$ cat config.mk
export PLATFORM = sky130hd
export DESIGN_NAME = sync_fifo
export DESIGN_NICKNAME = d
export VERILOG_FILES = /design/src/rtl/sync_fifo.sv
export SDC_FILE = /design/constraint.sdc
export NUM_CORES = 1
export LEC_CHECK = 0
export ABC_AREA = 1
export BUFFER_PORTS_ARGS = -buffer_cell sky130_fd_sc_hd__buf_2
export CORE_MARGIN = 2
export CORE_UTILIZATION = 52
export CTS_BUF_LIST = sky130_fd_sc_hd__clkbuf_2
export DETAILED_ROUTE_END_ITERATION = 16
export GPL_ROUTABILITY_DRIVEN = 0
export PLACE_DENSITY_LB_ADDON = 0.12
export SKIP_LAST_GASP = 1
export SLEW_MARGIN = 0
export SYNTH_ARGS = -nofsm -noshare
export SYNTH_HDL_FRONTEND = slang
export SYNTH_SLANG_ARGS = --single-unit
$ cat constraint.sdc
create_clock -name clk -period 2.3 [get_ports clk]
set_clock_uncertainty 0.2 [all_clocks]
set_input_delay 0.345 -clock clk [delete_from_list [all_inputs] [get_ports clk]]
set_output_delay 0.345 -clock clk [all_outputs]
set_load 0.02 [all_outputs]
$ cat src/rtl/sync_fifo.sv
// Single-clock FIFO with registered status flags and overflow/underflow reporting.
// Illegal pushes (full) and pops (empty) are dropped and flagged; err_sticky latches any violation.
module sync_fifo #(
    parameter int WIDTH = 8,
    parameter int DEPTH = 16
) (
    input  logic                       clk,
    input  logic                       rst_n,
    input  logic                       i_push,
    input  logic [WIDTH-1:0]           i_wr_data,
    input  logic                       i_pop,
    output logic [WIDTH-1:0]           o_rd_data,
    output logic                       o_rd_valid,
    output logic                       o_fifo_full,
    output logic                       o_fifo_empty,
    output logic [$clog2(DEPTH):0]     o_count,
    output logic                       o_overflow,
    output logic                       o_underflow,
    output logic                       o_err_sticky
);
    localparam int AW = $clog2(DEPTH);
    localparam int CW = AW + 1;

    logic [WIDTH-1:0] r_mem [DEPTH];
    logic [AW-1:0]    r_wr_ptr;
    logic [AW-1:0]    r_rd_ptr;
    logic [CW-1:0]    r_count;
    logic             r_full;
    logic             r_empty;
    logic [WIDTH-1:0] r_rd_data;
    logic             r_rd_valid;
    logic             r_overflow;
    logic             r_underflow;
    logic             r_err_sticky;

    logic             w_pop_acc;
    logic             w_push_acc;
    logic             w_ovf_next;
    logic             w_udf_next;
    logic [CW-1:0]    w_count_next;

    // A pop frees a slot on the same edge, so a full FIFO may still accept a push alongside it.
    assign w_pop_acc  = i_pop && !r_empty;
    assign w_push_acc = i_push && (!r_full || w_pop_acc);
    assign w_ovf_next = i_push && !w_push_acc;
    assign w_udf_next = i_pop && r_empty;

    always_comb begin
        w_count_next = r_count;
        case ({w_push_acc, w_pop_acc})
            2'b10:   w_count_next = r_count + CW'(1);
            2'b01:   w_count_next = r_count - CW'(1);
            default: w_count_next = r_count;
        endcase
    end

    always_ff @(posedge clk) begin
        if (w_push_acc) begin
            r_mem[r_wr_ptr] <= i_wr_data;
        end
    end

    always_ff @(posedge clk or negedge rst_n) begin
        if (!rst_n) begin
            r_wr_ptr     <= '0;
            r_rd_ptr     <= '0;
            r_count      <= '0;
            r_full       <= 1'b0;
            r_empty      <= 1'b1;
            r_rd_data    <= '0;
            r_rd_valid   <= 1'b0;
            r_overflow   <= 1'b0;
            r_underflow  <= 1'b0;
            r_err_sticky <= 1'b0;
        end else begin
            if (w_push_acc) begin
                r_wr_ptr <= r_wr_ptr + AW'(1);
            end
            if (w_pop_acc) begin
                r_rd_data <= r_mem[r_rd_ptr];
                r_rd_ptr  <= r_rd_ptr + AW'(1);
            end
            r_rd_valid   <= w_pop_acc;
            r_count      <= w_count_next;
            r_full       <= (w_count_next == CW'(DEPTH));
            r_empty      <= (w_count_next == '0);
            r_overflow   <= w_ovf_next;
            r_underflow  <= w_udf_next;
            r_err_sticky <= r_err_sticky | w_ovf_next | w_udf_next;
        end
    end

    assign o_rd_data    = r_rd_data;
    assign o_rd_valid   = r_rd_valid;
    assign o_fifo_full  = r_full;
    assign o_fifo_empty = r_empty;
    assign o_count      = r_count;
    assign o_overflow   = r_overflow;
    assign o_underflow  = r_underflow;
    assign o_err_sticky = r_err_sticky;
endmodule

* After elaboration in Yosys (flattened, before gate mapping)
Memory sizes are Yosys's and may differ from the RTL's. A register that Yosys moved wholly into a read port is not among the register bits.
Cells that the tools add are included.
** Word-level totals
- Memories kept :: 1
- Bits in latches :: 0
- Memory bits (read-only) :: 0
- Input bits :: 12
- RAM bits :: 128
- Flip-flop bits (word level) :: 19
** Cells by class
- Divide/modulo/power cells :: 0
- $lt $le $gt $ge :: 0
- Reductions and logical operators :: 10
- Muxes and demuxes :: 3
- Add/subtract/negate cells :: 4
- Shift operators :: 0
- Equal/unequal tests :: 3
- $mul :: 0
- Bitwise logic cells :: 2
** Memory list
- r_mem :: depth 16, bits a word 8, rd ports 1, clocked after Yosys merged registers in 1, write ports 1, line 24 : logic [WIDTH-1:0] r_mem [DEPTH];
** Operators with widths (number)
- $pmux 5 s2 :: 1
- $add 4x1->4 const B :: 2
- $add 5x1->5 const B :: 1
- $eq 5x5->1 const B :: 1
- $logic_not 5->1 :: 1
- $sub 5x1->5 const B :: 1
- $logic_and 1x1->1 :: 4
- $logic_not 1->1 :: 4
- $eq 2x1->1 const B :: 1
- $eq 2x2->1 const B :: 1
- $mux 1 :: 2
- $or 1x1->1 :: 2
- $logic_or 1x1->1 :: 1

* Longest topological paths before layout
Gate-level depths: netlist of the first run.
- Depth in word-level cells :: 8
- Mapped depth :: 19
- Depth with buffers taken out :: 19

* Worst setup path after synthesis of the first run
No wires, ideal clock.
- Path kind :: flip-flop to flip-flop
- Start :: register r_empty, in the netlist o_fifo_empty
- End :: register r_empty, in the netlist o_fifo_empty
- Arrival :: 2.160 ns
- Data required time :: 2.033 ns
- Setup time :: 0.067 ns
- Cell stages (with the launch flop) :: 15
- Slack :: -0.128 ns
- Path buffers :: 0
- Path through :: dfstp_2 > nor2_4 > inv_4 > a21oi_4 > inv_2 > ha_1 > nand2_1 > inv_1 > nor2_1 > ha_1 > o21ai_0 > nand2_1 > nor2_1 > nand3_1 > nor2_1
** On the way
- Word-level cells in the longest chain between the ends :: 7
- Elaborated cells between the ends (all ways) :: 8
- Those cells by class :: eq/ne: 2; mux: 1; reduce/logical: 5
** RTL lines
- start: declaration :: line 29 : logic r_empty;
- start signal: assignment :: line 86 : r_empty <= (w_count_next == '0);
- $logic_not 1->1 (*) :: line 43 : assign w_pop_acc = i_pop && !r_empty;
- $logic_and 1x1->1 (*) :: line 43
- $logic_or 1x1->1 :: line 44 : assign w_push_acc = i_push && (!r_full || w_pop_acc);
- $logic_and 1x1->1 :: line 44
- $eq 2x1->1 / $eq 2x2->1 (equally long branches) :: line 50 : case ({w_push_acc, w_pop_acc})
- $pmux 5 s2 (*) :: line 50
- $logic_not 5->1 (*) :: line 86
Every way passes the cells marked *; elsewhere a longest branch is shown, timed or not.
A chain may end at the register's enable or synchronous reset.

* Worst setup path in the final report of the first run
- Start :: register r_empty, in the netlist o_fifo_empty
- End :: register r_empty, in the netlist o_fifo_empty
** On the way
- Word-level cells in the longest chain between the ends :: 7
- Elaborated cells between the ends (all ways) :: 8
- Those cells by class :: eq/ne: 2; mux: 1; reduce/logical: 5
** RTL lines
- $logic_not 1->1 (*) :: line 43
- $logic_and 1x1->1 (*) :: line 43
- $logic_or 1x1->1 :: line 44
- $logic_and 1x1->1 :: line 44
- $eq 2x1->1 / $eq 2x2->1 (equally long branches) :: line 50
- $pmux 5 s2 (*) :: line 50
- via w_count_next[2] :: line 40 : logic [CW-1:0] w_count_next;
- $logic_not 5->1 (*) :: line 86
Mark *: on every way through the listed nets, which the timed path passes. The rest lies on a longest branch.

==> flow_summary_export.csv, run 1 <==
group,metric,value,unit
final_layout,layout-drive-gt1-share,18.6,%
setup_path,crit_top_cell,"inv_2",
grt,grt_pass1_vias,4051,
cts,tritoncts,"done",
min_path,hp-class,"in -> reg",
final_layout,syn_to_final_growth,15.6,%
setup_path,r2r_setup_slack,0.02,ns
logic_synthesis,syn_nets,598,
route,routed_wl,14.1,mm
flow_run,maxCapViolCount,0,
logic_synthesis,ys.flop_type,"edfxtp_1",
setup_path,endpoint,"o_fifo_empty",
floorplanning,fp.dieH,115,um
setup_path,reg2reg_to,"o_fifo_empty",
logic_synthesis,synth.most_common_cell,"nand2_1",
grt,grt_max_degree,36,
power_and_ir_drop,power_frac_comb,40.0,%
placement,port_buffers,30,
grt,grt_antenna_before_repair,1,
power_and_ir_drop,power.share.sequential,42.2,%
setup_path,arrival,2.73,ns
route,wl_per_cell,17.0,um
setup_path,end_kind,"flip-flop",
setup_path,crit_family,"simple AND/OR/NAND/NOR gates",
power_and_ir_drop,p_int,5.39,mW
power_and_ir_drop,ir_worst_vdd,0.000496,V
cts,clock_latency,0.70,ns
cts,clockBufferDepth,2,
grt,track_usage,22.7,%
logic_synthesis,ys_top_cells_by_count,"191 x nand2_1, 128 x edfxtp_1, 103 x nand3_1, 30 x nor2_1, 26 x dfrtp_1",
sta,fmax,438,MHz
cts,numCtsBuffers,17,
cts,clkTransAtPathRegs,0.19,ns
logic_synthesis,ys_seq_elements,155,
floorplanning,die_area,13300,um2
route,drtPass1Iterations,5,
power_and_ir_drop,leakage,3.02,nW
logic_synthesis,synth.distinct_cells,24,
logic_synthesis,ys_seq_area_share,70.0,%
cts,htree_levels,4,
logic_synthesis,yosysTopAreaCell,"edfxtp_1",
setup_path,critPathMaxFanout,5,
setup_path,max_stage_delay,0.60,ns
sta,drv_slew,0,
setup_path,path_depth,18,
logic_synthesis,yosysWarnings,0,
logic_synthesis,synth.avg_cell_area,11.2,um2
floorplanning,io_pins,31,
sta,maxSlewHeadroom,60.5,%
logic_synthesis,syn_area,6460,um2
route,vias,4361,
sta,timing.final.ws_setup,0.0192,ns
route,ant_nets,0,
setup_path,reg2regPathDepth,18,
logic_synthesis,synthArstFlopShare,17.4,%
route,drt_first_iter_violations,460,
placement,place_ws,-0.0984,ns
sta,worst_pin_slew,0.589,ns
sta,fin_crit,2.28,ns
power_and_ir_drop,p_sw,3.53,mW
placement,dp_hpwl,8.95,mm
logic_synthesis,synthDominantCellAreaShare,59.5,%
grt,grt_pass1_wl,21.9,mm
cts,root_buffer,"clkbuf_2",
sta,min_period_over_period,99.2,%
sta,rsz0062_at_grt,"yes",
floorplanning,fp.dieW,115,um
logic_synthesis,synth_area_leaders,"edfxtp_1 60%, nand2_1 11%, dfrtp_1 10%",
floorplanning,rows,40,
setup_path,crit-reg2reg-launch,"o_fifo_empty",
floorplanning,coreArea,12100,um2
power_and_ir_drop,pwr-share-clk,17.8,%
final_layout,layout.nets,673,
route,drc,0,
cts,clock_sinks,155,
sta,setup_violations,0,
floorplanning,start_util,53.5,%
power_and_ir_drop,powerDensity,1190,nW/um2
setup_path,crit_start,"o_fifo_empty",
outcome,status,"finished, final reports clean",
final_layout,postLayoutCoreUtil,61.9,%
route,vias_per_cell,5.23,
grt,grt_overflow,0,
sta,final_hold_viol_count,0,
setup_path,cp-start-kind,"flip-flop",
setup_path,path_cells,"nor2_4, inv_4, a21oi_4, inv_2, ha_4, nand2_2, inv_2, nor2_4, ha_4, inv_2, nand2_4, inv_2, nand2_2, nand3_2, nand2_2, nor2_1, nand3_1, nor2_1",
logic_synthesis,synth_edf_count,128,
setup_path,path_buf_inv,5,
setup_path,crit_path_top_delay_cell,"dfstp_2",
logic_synthesis,netlist_instances,577,
setup_path,cp.required,2.75,ns
setup_path,setup.worst_path.class,"reg -> reg",
power_and_ir_drop,switching_share,39.6,%
-- metrics by stage --
| step | instances | power, mW | cell area (um2) | TNS (ns) | hold WS, ns |
|---|---|---|---|---|---|
| global placement | 784 | 7.14 | 6960 | -0.0464 | 0.184 |
| floorplan | 577 | 6.08 | 6470 | -0.0246 | -0.151 |
| finish | 834 | 8.92 | 7470 | 0 | 0.198 |
| global route | 834 | 9.54 | 7470 | -0.260 | 0.158 |
| detailed placement | 784 | 7.21 | 6960 | -0.184 | 0.194 |
| CTS | 829 | 8.82 | 7360 | 0 | 0.126 |
-- repair_timing --
item,in CTS,in global routing
gates resized for setup,2,18
pin swaps,0,11
hold buffers,13,0
setup endpoints to repair,2,3
buffers inserted,0,4
hold endpoints to repair,174,0
-- registers in the layout, summed over array words and instances (netlist names), 4 cells and up --
name,flops
r_rd_ptr,4
o_rd_data,8
o_count,5
r_mem,128
r_wr_ptr,4
-- cell type report --
type                            instances  area, um2
Timing Repair Buffer                   81        579
Multi-Input combinational cell        369       1790
Inverter                               28        108
Sequential cell                       155       4520
Tap cell                              168        210
Fill cell                             978       4600
Clock buffer                           21        105
Clock inverter                         11        151
Antenna cell                            1       2.50
-- cells by family after synthesis --
kind of cell               after synthesis  synth area share (%)
adders and majority gates                9                  1.74
DFF                                    155                  70.0
AOI/OAI and AO/OA                       22                  1.92
and+or+nand+nor                        330                  21.6
xor gates and xnor gates                 8                  1.09
buffers and inverters                   53                  3.68
-- layout by cell type, fill, tap and decap left out, drive strengths merged --
cell type / synthesis / routed
clkbuf: 3 / 21
buf: 22 / 69
bufinv: 0 / 4
dfstp: 1 / 1
xor2: 8 / 8
edfxtp: 128 / 128
dlygate4sd3: 0 / 12
inv: 26 / 26
o21ai: 3 / 3
clkinv: 2 / 9
or2: 1 / 1
or3: 1 / 1
o21bai: 1 / 1
nand2: 191 / 191
dfrtp: 26 / 26
diode: 0 / 1
a21oi: 18 / 18
nand3: 103 / 103
ha: 9 / 9
nor2: 32 / 32
nand4: 2 / 2
-- power groups by stage --
stage | Combinational [mW] | Sequential, mW | Clock [mW]
after global placement | 3.34 | 3.80 | 0
after global routing | 3.98 | 3.82 | 1.74
after detailed placement | 3.40 | 3.81 | 0
after CTS | 3.45 | 3.74 | 1.62
final | 3.57 | 3.76 | 1.59
after floorplan | 2.16 | 3.92 | 0
-- worst register-to-register path, delay by kind of cell (launching register included) --
| kind | cells | cell delay, ns |
|---|---|---|
| and+or+nand+nor | 10 | 0.71 |
| DFF | 1 | 0.60 |
| buffers and inverters | 5 | 0.33 |
| adders and majority gates | 2 | 0.33 |
| AOI/OAI and AO/OA | 1 | 0.05 |
-- worst min-delay path by stage --
| stage | from | endpoint | slack, ns | depth (start not counted) |
|---|---|---|---|---|
| after floorplan | rst_n | o_count[0] | -0.15 | 0 |
| after global placement | rst_n | o_rd_valid | 0.18 | 1 |
| after detailed placement | rst_n | o_rd_data[6] | 0.19 | 1 |
| after CTS | i_pop | o_underflow | 0.13 | 4 |
| after global routing | i_pop | o_underflow | 0.16 | 4 |
| final | i_pop | o_underflow | 0.20 | 4 |
-- layer usage --
metal | share of wire [%] | track usage [%] | wire length, um | vias up
li1 | - | - | - | 2114
met1 | 44 | 32.2 | 6280 | 2072
met2 | 47 | 34.4 | 6590 | 154
met3 | 6.9 | 5.44 | 982 | 21
met4 | 2.1 | 8.84 | 295 | 0
met5 | 0 | 0 | 0 | -
(Power assumes the default switching activity.)
==> run 2, diff against run 1 <==
CORE_UTILIZATION = 45   (was 52)
SKIP_LAST_GASP = unset   (was 1)
==> flow_summary_export.csv, run 2 (synthesis gave the netlist of run 1 again) <==
group,metric,value,unit
route,routed_wl,14.5,mm
setup_path,crit_path_top_delay_cell,"dfstp_2",
route,vias,4241,
route,drtPass1Iterations,5,
cts,root_buffer,"clkbuf_2",
power_and_ir_drop,ir_worst_vdd,0.000495,V
sta,drv_slew,0,
power_and_ir_drop,powerDensity,1180,nW/um2
setup_path,end_kind,"flip-flop",
setup_path,critPathMaxFanout,6,
setup_path,setup.worst_path.class,"reg -> reg",
cts,tritoncts,"done",
flow_run,maxCapViolCount,0,
setup_path,reg2regPathDepth,18,
sta,maxSlewHeadroom,60.4,%
final_layout,diodes,0,
floorplanning,coreArea,13900,um2
cts,clockBufferDepth,2,
grt,grt_antenna_before_repair,0,
route,ant_nets,0,
route,drc,0,
grt,grt_pass1_wl,22.0,mm
final_layout,largest_reg_flops,128,
setup_path,max_stage_delay,0.61,ns
cts,clock_sinks,155,
floorplanning,start_util,46.3,%
sta,rsz0062_at_grt,"yes",
setup_path,path_depth,18,
grt,grt_pass1_vias,3905,
min_path,holdPathStages,4,
sta,fmax,439,MHz
sta,fin_crit,2.28,ns
route,wl_per_cell,17.2,um
sta,final_hold_viol_count,0,
route,drt_first_iter_violations,444,
placement,dp_hpwl,8.99,mm
final_layout,mostFrequentLayoutCell,"nand2_1",
setup_path,crit_family,"simple AND/OR/NAND/NOR gates",
grt,grt_max_degree,48,
setup_path,crit_top_cell,"inv_2",
grt,track_usage,20.3,%
setup_path,path_cells,"nor2_4, inv_4, a21oi_4, inv_2, ha_4, nand2_2, inv_2, nor2_4, ha_4, inv_2, nand2_2, inv_1, nand2_1, nand3_1, nand2_1, nor2_1, nand3_1, nor2_1",
floorplanning,die_area,15300,um2
cts,clkTransAtPathRegs,0.22,ns
power_and_ir_drop,leakage,2.97,nW
setup_path,cp-start-kind,"flip-flop",
floorplanning,fp.dieW,124,um
floorplanning,rows,43,
final_layout,layout.nets,667,
floorplanning,fp.dieH,124,um
final_layout,regMostFlops,"r_mem",
cts,clock_latency,0.69,ns
final_layout,final_area,7390,um2
sta,whs,0.225,ns
outcome,status,"finished, final reports clean",
final_layout,syn_to_final_growth,14.4,%
sta,setup_violations,0,
route,vias_per_cell,5.05,
cts,htree_levels,4,
setup_path,path_buf_inv,5,
sta,min_period_over_period,98.9,%
setup_path,cp.required,2.75,ns
grt,grt_overflow,0,
floorplanning,io_pins,31,
placement,placed_cell_area,6990,um2
final_layout,final_cell_mix,"189 x nand2_1, 128 x edfxtp_1, 103 x nand3_1",
sta,worst_pin_slew,0.590,ns
cts,numCtsBuffers,17,
placement,port_buffers,30,
final_layout,layout-drive-gt1-share,17.0,%
min_path,hp-class,"in -> reg",
setup_path,arrival,2.73,ns
[run 2: stage by stage]
step	std cells	TNS [ns]	total power, mW	utilization, %	worst slack [ns]
6_report	839	0	8.72	53.0	0.0243
3_3_place_gp	793	-0.0493	7.27	50.1	-0.0269
2_1_floorplan	577	-0.0246	6.08	-	-0.0131
4_1_cts	838	0	8.70	52.7	0.0196
5_1_grt	839	-0.272	9.34	53.0	-0.143
3_5_place_dp	793	-0.0678	7.32	50.1	-0.0361
[run 2: final timing paths]
path | from | end | slack [ns]
max in group asynchronous | rst_n | o_rd_data[1] | 1.24
max | o_fifo_empty | o_fifo_full | 0.02
min reg2reg | o_err_sticky | o_err_sticky | 0.30
max reg2reg | o_fifo_empty | o_fifo_full | 0.02
min in group asynchronous | rst_n | o_fifo_empty | 0.47
min | i_pop | o_underflow | 0.22
[run 2: report_power, final]
| group | switching [mW] | total (mW) | internal [mW] |
|---|---|---|---|
| Clock | 0.963 | 1.36 | 0.401 |
| Combinational | 2.43 | 3.61 | 1.18 |
| Sequential | 0.252 | 3.75 | 3.50 |
[run 2: metal layers]
layer  vias up  global-route usage [%]  wire, um  share of wire (%)
met1      1999                    28.7      6710                 46
met3        11                    5.36       819                5.7
met5         -                       0         0                  0
li1       2103                       -         -                  -
met4         0                    6.11       193                1.3
met2       128                    31.1      6750                 47
[run 2: tightest hold or removal path: cells and delay by family]
family,cells,cell delay [ns]
buf+inv,3,0.69
simple gates,1,0.04
[run 2: what timing repair did]
item	4_1_cts	5_1_grt
hold buffers	13	0
endpoints found under the setup margin	2	3
setup buffers	0	1
pin swaps	0	7
hold endpoints to repair	174	0
resized for setup	3	9
[run 2: layout make-up]
| type | instances | area, um2 |
|---|---|---|
| Clock buffer | 18 | 90.1 |
| Clock inverter | 14 | 121 |
| Fill cell | 1219 | 6550 |
| Inverter | 28 | 108 |
| Multi-Input combinational cell | 369 | 1750 |
| Sequential cell | 155 | 4520 |
| Tap cell | 180 | 225 |
| Timing Repair Buffer | 75 | 572 |
